==> src/rtl/mmio_store_queue.sv <==
// mmio_store_queue: FIFO of MMIO-window stores from the MEM stage, drained toward the SPART.
// Optional feature: define SQ_BYPASS_EN for a zero-latency pass-through when the queue is empty.
// Ports:
//   clk                 rising-edge clock
//   rst                 asynchronous, active-low reset
//   st_en/st_addr/...   store request from the pipeline, held stable while sq_stall=1
//   mmio_hit            store falls inside the MMIO window
//   sq_stall            back-pressure: an MMIO store cannot be accepted this cycle
//   out_valid/out_ready head-entry handshake toward the SPART
//   out_addr/out_data   head entry
//   count/empty         occupancy
module mmio_store_queue #(
    parameter int                DATA_W    = 32,
    parameter int                ADDR_W    = 32,
    parameter int                DEPTH     = 4,
    parameter logic [ADDR_W-1:0] MMIO_BASE = 32'hFFFF_0000,
    parameter logic [ADDR_W-1:0] MMIO_MASK = 32'hFFFF_0000
) (
    input  logic                   clk,
    input  logic                   rst,
    input  logic                   st_en,
    input  logic [ADDR_W-1:0]      st_addr,
    input  logic [DATA_W-1:0]      st_data,
    output logic                   mmio_hit,
    output logic                   sq_stall,
    output logic                   out_valid,
    input  logic                   out_ready,
    output logic [ADDR_W-1:0]      out_addr,
    output logic [DATA_W-1:0]      out_data,
    output logic [$clog2(DEPTH):0] count,
    output logic                   empty
);
    localparam int          PW   = $clog2(DEPTH);
    localparam logic [PW:0] FULL = (PW+1)'(DEPTH);

    logic [ADDR_W-1:0] r_addr [DEPTH];
    logic [DATA_W-1:0] r_data [DEPTH];
    logic [PW-1:0]     r_wr;
    logic [PW-1:0]     r_rd;
    logic [PW:0]       r_count;
    logic              w_byp;
    logic              w_pop;
    logic              w_push;
    logic              w_wr;
    logic              w_rd;

    assign mmio_hit = st_en & ((st_addr & MMIO_MASK) == (MMIO_BASE & MMIO_MASK));
`ifdef SQ_BYPASS_EN
    assign w_byp = mmio_hit & (r_count == '0);
`else
    assign w_byp = 1'b0;
`endif
    assign out_valid = (r_count != '0) | w_byp;
    assign out_addr  = w_byp ? st_addr : r_addr[r_rd];
    assign out_data  = w_byp ? st_data : r_data[r_rd];
    assign w_pop     = out_valid & out_ready;
    // A pop in the same cycle frees the slot, so a full queue still accepts the store.
    assign sq_stall  = mmio_hit & (r_count == FULL) & ~w_pop;
    assign w_push    = mmio_hit & ~sq_stall;
    // A bypassed store that is accepted immediately never touches the buffer.
    assign w_wr      = w_push & ~(w_byp & out_ready);
    assign w_rd      = w_pop & ~w_byp;
    assign count     = r_count;
    assign empty     = (r_count == '0);

    always_ff @(posedge clk or negedge rst) begin
        if (!rst) begin
            r_wr    <= '0;
            r_rd    <= '0;
            r_count <= '0;
        end else begin
            if (w_wr) r_wr <= r_wr + PW'(1);
            if (w_rd) r_rd <= r_rd + PW'(1);
            r_count <= r_count + (PW+1)'(w_wr) - (PW+1)'(w_rd);
        end
    end

    always_ff @(posedge clk) begin
        if (w_wr) begin
            r_addr[r_wr] <= st_addr;
            r_data[r_wr] <= st_data;
        end
    end
endmodule

==> config.mk <==
export PLATFORM = sky130hd
export DESIGN_NAME = mmio_store_queue
export DESIGN_NICKNAME = d
export VERILOG_FILES = /design/src/rtl/mmio_store_queue.sv
export SDC_FILE = /design/constraint.sdc
export NUM_CORES = 1
export LEC_CHECK = 0
export BUFFER_PORTS_ARGS = -buffer_cell sky130_fd_sc_hd__buf_2
export CAP_MARGIN = 40
export CELL_PAD_IN_SITES_DETAIL_PLACEMENT = 1
export CELL_PAD_IN_SITES_GLOBAL_PLACEMENT = 2
export CORE_MARGIN = 5
export CORE_UTILIZATION = 44
export DETAILED_ROUTE_END_ITERATION = 16
export PLACE_DENSITY = 0.85
export SLEW_MARGIN = 20
export SYNTH_ARGS = -nofsm -noshare
export SYNTH_HDL_FRONTEND = slang
export SYNTH_SLANG_ARGS = --single-unit
==> constraint.sdc <==
create_clock -name clk -period 2.8 [get_ports clk]
set_input_delay 0.14 -clock clk [delete_from_list [all_inputs] [get_ports clk]]
set_output_delay 0.14 -clock clk [all_outputs]
set_load 0.1 [all_outputs]
=== Word-level counts from Yosys, hierarchy flattened ===
Memories as Yosys holds them, arrays and structs flattened.
Index checks and enable logic that the tools add are counted.

* Reductions and logical operators: 2
* Bitwise operators: 7
* Multiplexer cells: 2
* Add/subtract/negate cells: 4
* Equality and inequality tests: 2

{| class="wikitable"
|+ Operators with widths
! cell !! number
|-
| == test 16 bit, second input constant || 1
|-
| bitwise AND 1 bit || 5
|-
| adder 2 x 1 -> 2 bit, second input constant || 2
|-
| adder 3 x 1 -> 3 bit || 1
|-
| == test 3 bit, second input constant || 1
|-
| zero test 3 bit || 1
|-
| nonzero test 3 bit || 1
|-
| subtractor 3 x 1 -> 3 bit || 1
|-
| two-way mux 1 bit || 2
|-
| inverter 1 bit || 2
|}

* RAM bits: 256
* Memories: 2
* Register bits after elaboration: 7
* Word-level logic and storage cells: 22
* Output and inout port bits: 71

{| class="wikitable"
|+ Memories
! name !! depth !! bits a word !! read ports !! clocked after Yosys merged registers in !! wr ports !! RTL line !! RTL
|-
| r_addr || 4 || 32 || 1 || 0 || 1 || 36 || <nowiki>logic [ADDR_W-1:0] r_addr [DEPTH];</nowiki>
|-
| r_data || 4 || 32 || 1 || 0 || 1 || 37 || <nowiki>logic [DATA_W-1:0] r_data [DEPTH];</nowiki>
|}

=== Longest topological paths before layout ===
Gate-level depths: netlist (run 1).

* Word-level depth: 8
* Gate-level depth with buffers: 10
* Depth with buffers taken out: 10

=== Worst setup path after synthesis (run 1) ===
OpenSTA, ideal clock, no wires.

* Kind: register to register
* From: reg r_count[1] (netlist: count[1])
* To: reg r_count[2] (netlist: count[2])
* Data arrival time: 3,001 ps
* Cell stages (with the launch flop): 10
* Required time: 2,639 ps
* Setup time: 161 ps
* Slack: -362 ps
* Period minus slack after synthesis: 3,162 ps
* Cell sequence: dfrtp_1 or3_2 nand2_1 nand4_1 o21ai_0 ha_1 inv_1 fa_1 xnor2_1 xnor2_1

* Word-level cells in the longest chain between the ends: 8
* Elaborated cells on any way between the ends: 10

{| class="wikitable"
|+ RTL lines
! item !! RTL line !! RTL
|-
| from (decl) || 40 || <nowiki>logic [PW:0] r_count;</nowiki>
|-
| from (signal assigned) || 74 || <nowiki>r_count <= r_count + (PW+1)'(w_wr) - (PW+1)'(w_rd);</nowiki>
|-
| nonzero test 3 bit (*) || 53 || <nowiki>assign out_valid = (r_count != '0) | w_byp;</nowiki>
|-
| via out_valid || 26 || <nowiki>output logic out_valid,</nowiki>
|-
| bitwise AND 1 bit (*) || 56 || <nowiki>assign w_pop = out_valid & out_ready;</nowiki>
|-
| inverter 1 bit || 58 || <nowiki>assign sq_stall = mmio_hit & (r_count == FULL) & ~w_pop;</nowiki>
|-
| bitwise AND 1 bit || 58 ||
|-
| inverter 1 bit || 59 || <nowiki>assign w_push = mmio_hit & ~sq_stall;</nowiki>
|-
| bitwise AND 1 bit || 59 ||
|-
| adder 3 x 1 -> 3 bit || 74 ||
|-
| subtractor 3 x 1 -> 3 bit (*) || 74 ||
|}

The timed path passes the listed nets; every way through them passes the cells marked *.
A chain may end at the register's enable or synchronous reset.

=== Final worst setup path (run 1) ===
* From: reg r_rd[0]
* To: out out_addr[3]

* Word-level cells in the longest chain between the ends: 1

{| class="wikitable"
|+ RTL lines
! item !! RTL line !! RTL
|-
| from (decl) || 39 || <nowiki>logic [PW-1:0] r_rd;</nowiki>
|-
| from (signal assigned) || 73 || <nowiki>if (w_rd) r_rd <= r_rd + PW'(1);</nowiki>
|-
| memory (4 x 32 bit) || n/a ||
|-
| to (decl) || 28 || <nowiki>output logic [ADDR_W-1:0] out_addr,</nowiki>
|}

No other way between the ends.

==> results of run 1 <==
[kinds of logic (layout without fill, tap and decap cells)]
logic type      Yosys count  count (layout)
xor+xnor                  5               5
flops                   263             263
mux                      65              65
simple gates             19              19
compound gates            1               1
fa+ha+maj                 6               6
buf+inv                  21             272
[critical path, cell delays in order, from the launching register on]
cell and delay (ns):
dfrtp_4 0.42, buf_4 0.46, mux4_2 0.61, buf_2 0.32
[final cells by class]
cell class,instances,area [um^2]
inverters,6,22.5
multi-input cells,96,1720
well taps,280,350
repair buffers,218,1560
clock buffers,35,748
clock inverters,13,115
flip-flops and latches,263,7870
fillers,1908,9370
[timing repair]
action,4_1_cts,5_1_grt
setup endpoints to repair,0,0
hold buffers,67,0
hold endpoints to repair,264,0
gates resized for setup,0,0
[synth_stat cells (all sizes together)]
library cell,instances,share of area (%)
edfxtp,256,80
mux4,64,15
buf,11,0.60
dfrtp,7,1.8
inv,6,0.23
ha,5,0.65
xnor2,5,0.45
and2,4,0.31
clkbuf,4,0.16
nand4,4,0.26
nand2,3,0.12
and3,2,0.13
nor2,2,0.078
fa,1,0.21
mux2,1,0.16
nand3,1,0.052
nor4,1,0.065
o21ai,1,0.052
or3,1,0.078
or4b,1,0.14
[per-stage QoR]
step	setup slack (ns)	instance area, um^2
after floorplan	-0.105	9680
after global placement	0.460	10800
after detailed placement	0.393	10800
after CTS	0.249	12400
after global routing	0.174	12400
final	0.326	12400
[final timing paths]
| check | slack [ns] | cells past startpoint | endpoint |
|---|---|---|---|
| max in group asynchronous | 1.93 | 3 | r_rd[0] |
| setup / recovery | 0.33 | 3 | out_addr[3] |
| hold / removal | 0.37 | 2 | r_data[0][30] |
| min in group asynchronous | 0.58 | 3 | count[0] |
| setup reg to reg | 0.42 | 9 | count[2] |
| hold reg to reg | 0.59 | 1 | count[0] |
[metal layers]
| layer | vias up | GRT usage (%) |
|---|---|---|
| met1 | 2435 | 20.7 |
| met4 | 0 | 3.53 |
| met5 | - | 0 |
| li1 | 2087 | - |
| met2 | 118 | 29.4 |
| met3 | 29 | 2.84 |
[sequential cells by signal (all words and copies together) (netlist names)]
name and cells:
r_wr 2, count 3, r_data 128, r_addr 128, r_rd 2
==> results.txt, run 1 <==
Outcome -> complete, no violations
Setup Skew -> 0.0121 ns
Final hold slack -> 0.372 ns
Most frequent cells in the layout -> edfxtp_1 (256), buf_2 (138), dlygate4sd3_1 (67)
Final Util -> 56.9%
Slew @ Worst Pin -> 0.543 ns
Initial antenna violation count -> 0
IO Port Bufs -> 138
Vias -> 4669
H-tree depth -> 1
Netlist cell types -> 22
Setup crit start kind -> flop
Worst r2r src -> count[1]
Gr usage total -> 16.3%
Cell Rows -> 54
Post-synthesis simple-gate area fraction -> 1.23%
I/O pin total -> 139
Worst min path class -> in2reg
Unrepaired setup endpoints after global routing -> false
Tmin final -> 2.47 ns
Core ar. -> 21800 um^2
Largest family of logic cells by synthesized area -> multiplexers
GPL Wtd Cong -> 0.772
Clk root buf -> clkbuf_16
Post-route met1 wirelength -> 8.18 mm
Mapped cell area -> 9660 um^2
Setup bufs post-CTS -> 0
Most common cell after layout, fill and taps aside -> edfxtp_1
Mean Syn Cell Area -> 25.4 um^2
TritonCTS clock tree -> built
First-pass GRT wire length -> 30.7 mm
Post-route DRC -> 0
Crit Path Category -> reg2out
Syn_nets -> 454
HP Start -> st_data[30]
CTS Buf Count -> 28
Synth warnings -> 0
Number of global-route vias before repair -> 5350
Routed met2 length -> 10.6 mm
Total grt overflow -> 0
Antenna cells -> 0
Routed len/inst -> 22.0 um
Area of the die -> 25000 um^2
DR WL met3 -> 972 um
ANT nets after route -> 0
Cells after Synth -> 380
Final setup vio count -> 0
CP Data Required Time -> 2.66 ns
Largest net degree at the start of global routing -> 49
Final wirelength -> 20.1 mm
Crit path capture type -> output pin
Reported max-cap violation count -> 0
DP HPWL -> 12.2 mm
Top Layer Used -> met4
Worst-path fanout max -> 26
F_max -> 404 MHz
Clock transition at path regs -> 0.06 ns
CTS Sinks -> 263
Area Overhead vs Synth -> 28.1%
Final period utilization -> 88.4%
Share of post-route cells with drive strength above 1 -> 41.5%
Starting Density -> 44.4%
Vias per Instance -> 5.13
Drt pass-1 iters -> 4
Fin. Hold Viols -> 0
Pins over their slew limit -> 0
Relative slew slack -> 63.8%
1st-iter DRT viols -> 229
Post-synthesis adder-cell area fraction -> 0.854%
Sequential-to-total area share from yosys stat -> 81.4%
Die X -> 158 um
CP arrival -> 2.33 ns
Final net count -> 687
Synth Area in XOR/XNOR -> 0.453%
#FFs+latches synth -> 263
Die span in y -> 158 um
Crit path launch -> r_rd[0]
Fin Setup TNS -> 0 ns
Worst skew pair latency -> 0.52 ns
Post-Place Cells -> 796
Final Non-Filler Cells -> 911
Synth Area in Compound Gates -> 0.0518%
Mux contribution to synthesized area -> 15.1%
Max Buffers Root-to-Sink -> 3
Power of run 1 is not shown: default switching activity piles up to over one toggle a cycle in this logic, so the estimate is an artifact.
==> run 2, diff against run 1 <==
Settings changed: CORE_UTILIZATION 44 to 40, GPL_ROUTABILITY_DRIVEN set to 0, PLACE_DENSITY 0.85 to 0.79.
==> run 2 against run 1 <==
Fmax is 2.1% lower. First-iteration DRC count is 4.4% higher. Clock-buffer cell count is 2 lower. Register-to-register slack better by 0.03 ns. Non-clock buffer count is 4 higher. Routed wire length is 2.3% higher. Sequential share of layout area is 0.43 points lower. Critical path depth stayed put. Setup slack worse by 0.053 ns. Cell count is 4.7% higher. Final area is 0.69% higher. Global-route usage is 0.98 points lower.
==> results.txt, run 2 (synthesized netlist as in run 1, its figures left out) <==
Area Overhead vs Synth -> 29.0% (was 28.1%)
R2R Setup Slk -> 0.45 ns (was 0.42 ns)
Outcome -> complete, no violations (unchanged)
Slowest cell on the critical path -> dfrtp_4 (was mux4_2)
Crit path capture type -> output pin (unchanged)
Fin. Hold Viols -> 0 (unchanged)
Critical path depth -> 3 (unchanged)
Clock transition at path regs -> 0.06 ns (about the same)
Relative slew slack -> 64.7% (was 63.8%)
First-pass GRT wire length -> 31.8 mm (was 30.7 mm)
Core ar. -> 23600 um^2 (was 21800 um^2)
1st-iter DRT viols -> 239 (was 229)
Worst skew pair latency -> 0.51 ns (was 0.52 ns)
Final setup vio count -> 0 (unchanged)
CTS Sinks -> 263 (unchanged)
Final Util -> 52.8% (was 56.9%)
Reported max-cap violation count -> 0 (unchanged)
Final wirelength -> 20.5 mm (was 20.1 mm)
Worst-path fanout max -> 19 (was 26)
DP Worst Slack -> 0.444 ns (was 0.393 ns)
Drt pass-1 iters -> 4 (unchanged)
Fillers -> 2112 (was 1908)
Setup bufs post-CTS -> 0 (unchanged)
Worst r2r src -> count[1] (unchanged)
Total grt overflow -> 0 (unchanged)
Worst R2R Path Depth -> 9 (unchanged)
TritonCTS clock tree -> built (unchanged)
Crit path to -> out_addr[23] (was out_addr[3])
H-tree depth -> 1 (unchanged)
Slew @ Worst Pin -> 0.533 ns (was 0.543 ns)
DP HPWL -> 12.9 mm (was 12.2 mm)
Post-CTS Hold Buffers -> 67 (unchanged)
Clk root buf -> clkbuf_16 (unchanged)
Cell Rows -> 56 (was 54)
Routed len/inst -> 21.5 um (was 22.0 um)
Die X -> 165 um (was 158 um)
Post-route DRC -> 0 (unchanged)
ANT nets after route -> 0 (unchanged)
Cell family with most CP delay -> flip-flops (was buffers and inverters)
Max Buffers Root-to-Sink -> 3 (unchanged)
Power per standard cell area -> 1130 nW/um^2
Static leakage -> 0.00430 uW
Maximum vdd ir drop -> 1270 uV
CP Data Required Time -> 2.66 ns (about the same)
Tmin final -> 2.53 ns (was 2.47 ns)
I/O pin total -> 139 (unchanged)
Unrepaired setup endpoints after global routing -> false (unchanged)
CTS Buf Count -> 27 (was 28)
Initial antenna violation count -> 1 (was 0)
F_max -> 396 MHz (was 404 MHz)
Critical path buffer and inverter count -> 2 (unchanged)
Area of the die -> 27400 um^2 (was 25000 um^2)
Final hold slack -> 0.381 ns (was 0.372 ns)
Antenna cells -> 0 (unchanged)
Crit Path Category -> reg2out (unchanged)
Final net count -> 690 (was 687)
Most common cell after layout, fill and taps aside -> edfxtp_1 (unchanged)
Setup crit start kind -> flop (unchanged)
PnR worst setup slack -> 0.273 ns (was 0.326 ns)
CP arrival -> 2.39 ns (was 2.33 ns)
CTS resizes -> 0 (unchanged)
Crit path largest cell delay -> 0.69 ns (was 0.61 ns)
Gr usage total -> 15.3% (was 16.3%)
Final period utilization -> 90.3% (was 88.4%)
Setup Skew -> 0.0142 ns (was 0.0121 ns)
Most frequent cells in the layout -> edfxtp_1 (256), buf_2 (138), dlygate4sd3_1 (67) (unchanged)
CP cell instances -> buf_4 > mux4_2 > buf_2 (unchanged)
Worst min path class -> in2reg (unchanged)
HP Start -> st_data[12] (was st_data[30])
Pins over their slew limit -> 0 (unchanged)
Largest net degree at the start of global routing -> 46 (was 49)
Power, Total -> 14100 uW
Vias per Instance -> 4.92 (was 5.13)
Starting Density -> 40.9% (was 44.4%)
RR Endpoint -> count[2] (unchanged)
Share of post-route cells with drive strength above 1 -> 42.0% (was 41.5%)
IO Port Bufs -> 138 (unchanged)
Number of global-route vias before repair -> 5400 (was 5350)
Die span in y -> 165 um (was 158 um)
Vias -> 4691 (was 4669)
Crit path launch -> r_rd[0] (unchanged)
-- run 2: cell count changes in the layout (fill, tap and decap cells not counted), sizes merged --
cell	change
buf	+4
bufinv	+1
clkbuf	-2
clkinv	+2
inv	-1
-- run 2: metal layers --
metal | share of wire, % | global-route usage [%]
met5 | 0.034 | 0
met4 | 1.5 | 3.22
met3 | 4.7 | 2.80
met2 | 51 | 26.8
met1 | 42 | 20.2
-- run 2: area by class of cell --
type / instances / area [um^2] / area share, %
well taps: 319 / 399 / 3.20
multi-input cells: 96 / 1720 / 13.8
flip-flops and latches: 263 / 7870 / 63.1
clock buffers: 33 / 698 / 5.60
inverters: 6 / 22.5 / 0.181
repair buffers: 222 / 1600 / 12.8
clock inverters: 15 / 159 / 1.27
-- run 2: power breakdown --
group          total [uW]  switching [uW]  internal [uW]  leakage (uW)
logic                6050            4680           1380       0.00150
clock network        3470            1420           2050      0.000417
registers            4590             227           4360       0.00238
-- run 2: worst min-delay path by stage --
| stage | end | slack, ns | cells past startpoint |
|---|---|---|---|
| after floorplan | count[0] | -0.16 | 0 |
| after global placement | count[0] | -0.02 | 1 |
| after detailed placement | count[1] | -0.01 | 1 |
| after CTS | r_addr[2][9] | 0.36 | 2 |
| after global routing | r_addr[2][9] | 0.38 | 2 |
| final | r_data[0][12] | 0.38 | 2 |
-- run 2: worst reg2reg max path: cells and delay by family (launching register included) --
family	cells	cell delay [ns]
buf+inv	1	0.06
flops	1	0.46
compound gates	1	0.10
simple gates	3	0.74
fa+ha+maj	2	0.59
xor+xnor	2	0.28
-- run 2: metrics by stage --
step | cell area [um^2] | TNS (ns) | instances
2_1_floorplan | 9680 | -0.105 | 380
3_3_place_gp | 10900 | 0 | 839
3_5_place_dp | 10900 | 0 | 839
4_1_cts | 12500 | 0 | 954
5_1_grt | 12500 | 0 | 954
6_report | 12500 | 0 | 954
(Power assumes the default switching activity.)
==> run 3, diff against run 2 <==
Settings changed: ABC_AREA set to 1, PLACE_DENSITY 0.79 to 0.86.
==> run 3 against run 2 <==
Hold slack worse by 0.33 ns. Critical path type unchanged. Largest cell class unchanged. Via count is 35% higher. Die area is 3.1% higher. Core utilization is 2.5 points higher.
==> results.txt, run 3 <==
CTS Buf Count -> 26 (was 27)
Fin. Hold Viols -> 0 (unchanged)
#FFs+latches synth -> 263 (unchanged)
Unrepaired setup endpoints after global routing -> false (unchanged)
Crit path largest cell delay -> 0.67 ns (was 0.69 ns)
Post-synth EDFFs -> 256 (unchanged)
DP HPWL -> 15.2 mm (was 12.9 mm)
Cell Rows -> 57 (was 56)
Yosys top cell by area -> edfxtp_1 (unchanged)
F_max -> 380 MHz (was 396 MHz)
Netlist cell types -> 22 (unchanged)
H-tree depth -> 1 (unchanged)
Starting Density -> 40.8% (was 40.9%)
Post-synthesis async set-or-reset flop share -> 2.66% (unchanged)
Gr usage total -> 17.6% (was 15.3%)
CTS resizes -> 0 (unchanged)
ANT nets after route -> 0 (unchanged)
Clock transition at path regs -> 0.06 ns (about the same)
Number of global-route vias before repair -> 6909 (was 5400)
Pins over their slew limit -> 0 (unchanged)
Top cells by count, synth -> edfxtp_1 (256), nor2_1 (139), o21ai_0 (83) (was edfxtp_1 (256), mux4_2 (64), buf_2 (7), dfrtp_1 (7), inv_1 (6))
Met1 Track Usage GR -> 22.5% (was 20.2%)
Top cells by area, synth -> edfxtp_1 (77%), nor2_1 (5.2%), o21ai_0 (4.2%) (was edfxtp_1 (80%), mux4_2 (15%), dfrtp_1 (1.8%))
Worst skew pair latency -> 0.51 ns (about the same)
Final setup vio count -> 0 (unchanged)
Core ar. -> 24500 um^2 (was 23600 um^2)
Ys flop type -> edfxtp_1 (unchanged)
Synth warnings -> 0 (unchanged)
Area of the die -> 28200 um^2 (was 27400 um^2)
Max Buffers Root-to-Sink -> 3 (unchanged)
Cells after Synth -> 685 (was 380)
Yosys top cell area share -> 77.0% (was 79.5%)
Relative slew slack -> 64.3% (was 64.7%)
Outcome -> complete, no violations (unchanged)
Share of post-route cells with drive strength above 1 -> 22.2% (was 42.0%)
Largest net degree at the start of global routing -> 93 (was 46)
CTS Sinks -> 263 (unchanged)
Crit path capture type -> output pin (unchanged)
Worst-path fanout max -> 39 (was 19)
Worst Hold Depth -> 5 (was 2)
Mean Syn Cell Area -> 14.6 um^2 (was 25.4 um^2)
Final net count -> 968 (was 690)
Busiest grt layer -> met2 (unchanged)
Met3 Use GR -> 3.00% (was 2.80%)
CP cell instances -> inv_4 > buf_4 > nor2_1 > o22ai_1 > buf_12 (was buf_4 > mux4_2 > buf_2)
Worst min path class -> in2reg (unchanged)
Area Overhead vs Synth -> 35.3% (was 29.0%)
Post-route DRC -> 0 (unchanged)
Antenna cells -> 0 (unchanged)
Most frequent cells in the layout -> edfxtp_1 (256), nor2_1 (134), o21ai_0 (83) (was edfxtp_1 (256), buf_2 (138), dlygate4sd3_1 (67))
Vias -> 6329 (was 4691)
Syn_nets -> 759 (was 454)
Vias per Instance -> 5.11 (was 4.92)
TritonCTS clock tree -> built (unchanged)
Fin Setup TNS -> 0 ns (unchanged)
Fillers -> 2345 (was 2112)
CP arrival -> 2.49 ns (was 2.39 ns)
I/O pin total -> 139 (unchanged)
Sequential-to-total area share from yosys stat -> 78.7% (was 81.4%)
Total grt overflow -> 0 (unchanged)
CP Data Required Time -> 2.66 ns (about the same)
Slowest cell on the critical path -> dfrtp_4 (unchanged)
Most frequent cell after synthesis -> edfxtp_1 (unchanged)
Die X -> 168 um (was 165 um)
Clk root buf -> clkbuf_16 (unchanged)
Routed len/inst -> 20.3 um (was 21.5 um)
Drt pass-1 iters -> 4 (unchanged)
Reported max-cap violation count -> 0 (unchanged)
Slew @ Worst Pin -> 0.539 ns (was 0.533 ns)
Crit Path Category -> reg2out (unchanged)
Tmin final -> 2.63 ns (was 2.53 ns)
Die span in y -> 168 um (was 165 um)
Mapped cell area -> 9990 um^2 (was 9660 um^2)
Final wirelength -> 25.2 mm (was 20.5 mm)
Initial antenna violation count -> 0 (was 1)
Most common cell after layout, fill and taps aside -> edfxtp_1 (unchanged)
1st-iter DRT viols -> 442 (was 239)
First-pass GRT wire length -> 39.6 mm (was 31.8 mm)
IO Port Bufs -> 138 (unchanged)
Setup crit start kind -> flop (unchanged)
M2 GR Usage -> 32.1% (was 26.8%)
Final period utilization -> 93.9% (was 90.3%)
Setup Skew -> 0.0183 ns (was 0.0142 ns)
Worst R2R Path Depth -> 10 (was 9)
run 3: cell types whose count changed after synthesis, moves of 9 or more:
cell / delta
o21ai_0: +82
nand2_1: +11
clkbuf_1: +12
mux4_2: -64
nor2_1: +137
inv_1: +9
o22ai_1: +64
o21ai_1: +46
buf_6: +12
run 3: metrics by stage:
| stage | setup WS (ns) | area, um^2 | instances | hold slack, ns | utilization, % |
|---|---|---|---|---|---|
| after floorplan | 0.00764 | 10000 | 685 | -0.156 | - |
| after global placement | 0.589 | 12000 | 1124 | -0.00336 | 49.2 |
| after detailed placement | 0.483 | 12000 | 1124 | -0.00373 | 49.2 |
| after CTS | 0.102 | 13500 | 1238 | 0.0337 | 55.3 |
| after global routing | 0.0191 | 13500 | 1238 | 0.0650 | 55.3 |
| final | 0.170 | 13500 | 1238 | 0.0492 | 55.3 |
run 3: path summary, 6_finish.rpt:
check / startpoint / to / slack (ns)
max in group asynchronous: rst / count[1] / 1.88
max: r_rd[0] / out_data[9] / 0.17
min: st_en / r_wr[0] / 0.05
min in group asynchronous: rst / r_rd[0] / 0.64
max reg2reg: count[1] / count[2] / 0.49
min reg2reg: count[0] / count[0] / 0.53
run 3: cell families after synthesis:
logic type	count (synthesis)	share of synthesized area [%]
and+or+nand+nor	162	6.29
AOI/OAI and AO/OA	193	10.5
DFF	263	78.7
buffers and inverters	58	3.43
xor gates and xnor gates	3	0.263
adders and majority gates	6	0.827
run 3: area by class of cell:
class                   instances  area [um^2]  area share (%)
clock buffers                  37          723            5.35
repair buffers                222         2530            18.8
multi-input cells             364         1820            13.4
clock inverters                11         97.6           0.722
well taps                     324          405            3.00
inverters                      17         66.3           0.491
flip-flops and latches        263         7870            58.3
run 3: critical path, delay by kind of cell, from the launching register on:
kind | cells | cell delay (ns)
simple gates | 1 | 0.09
compound gates | 1 | 0.35
flops | 1 | 0.67
buf+inv | 3 | 0.85
run 3: layer usage:
| layer | share of wire, % | vias up | routed length, um |
|---|---|---|---|
| li1 | - | 2980 | - |
| met1 | 42 | 3178 | 10600 |
| met2 | 52 | 148 | 13100 |
| met3 | 4.6 | 23 | 1170 |
| met4 | 1.2 | 0 | 291 |
| met5 | 0 | - | 0 |
run 3: what timing repair did:
| item | CTS | global route |
|---|---|---|
| hold buffers | 66 | 0 |
| endpoints found under the hold margin | 263 | 0 |
| buffers inserted | 0 | 0 |
Power of run 3 is left out for the same reason.
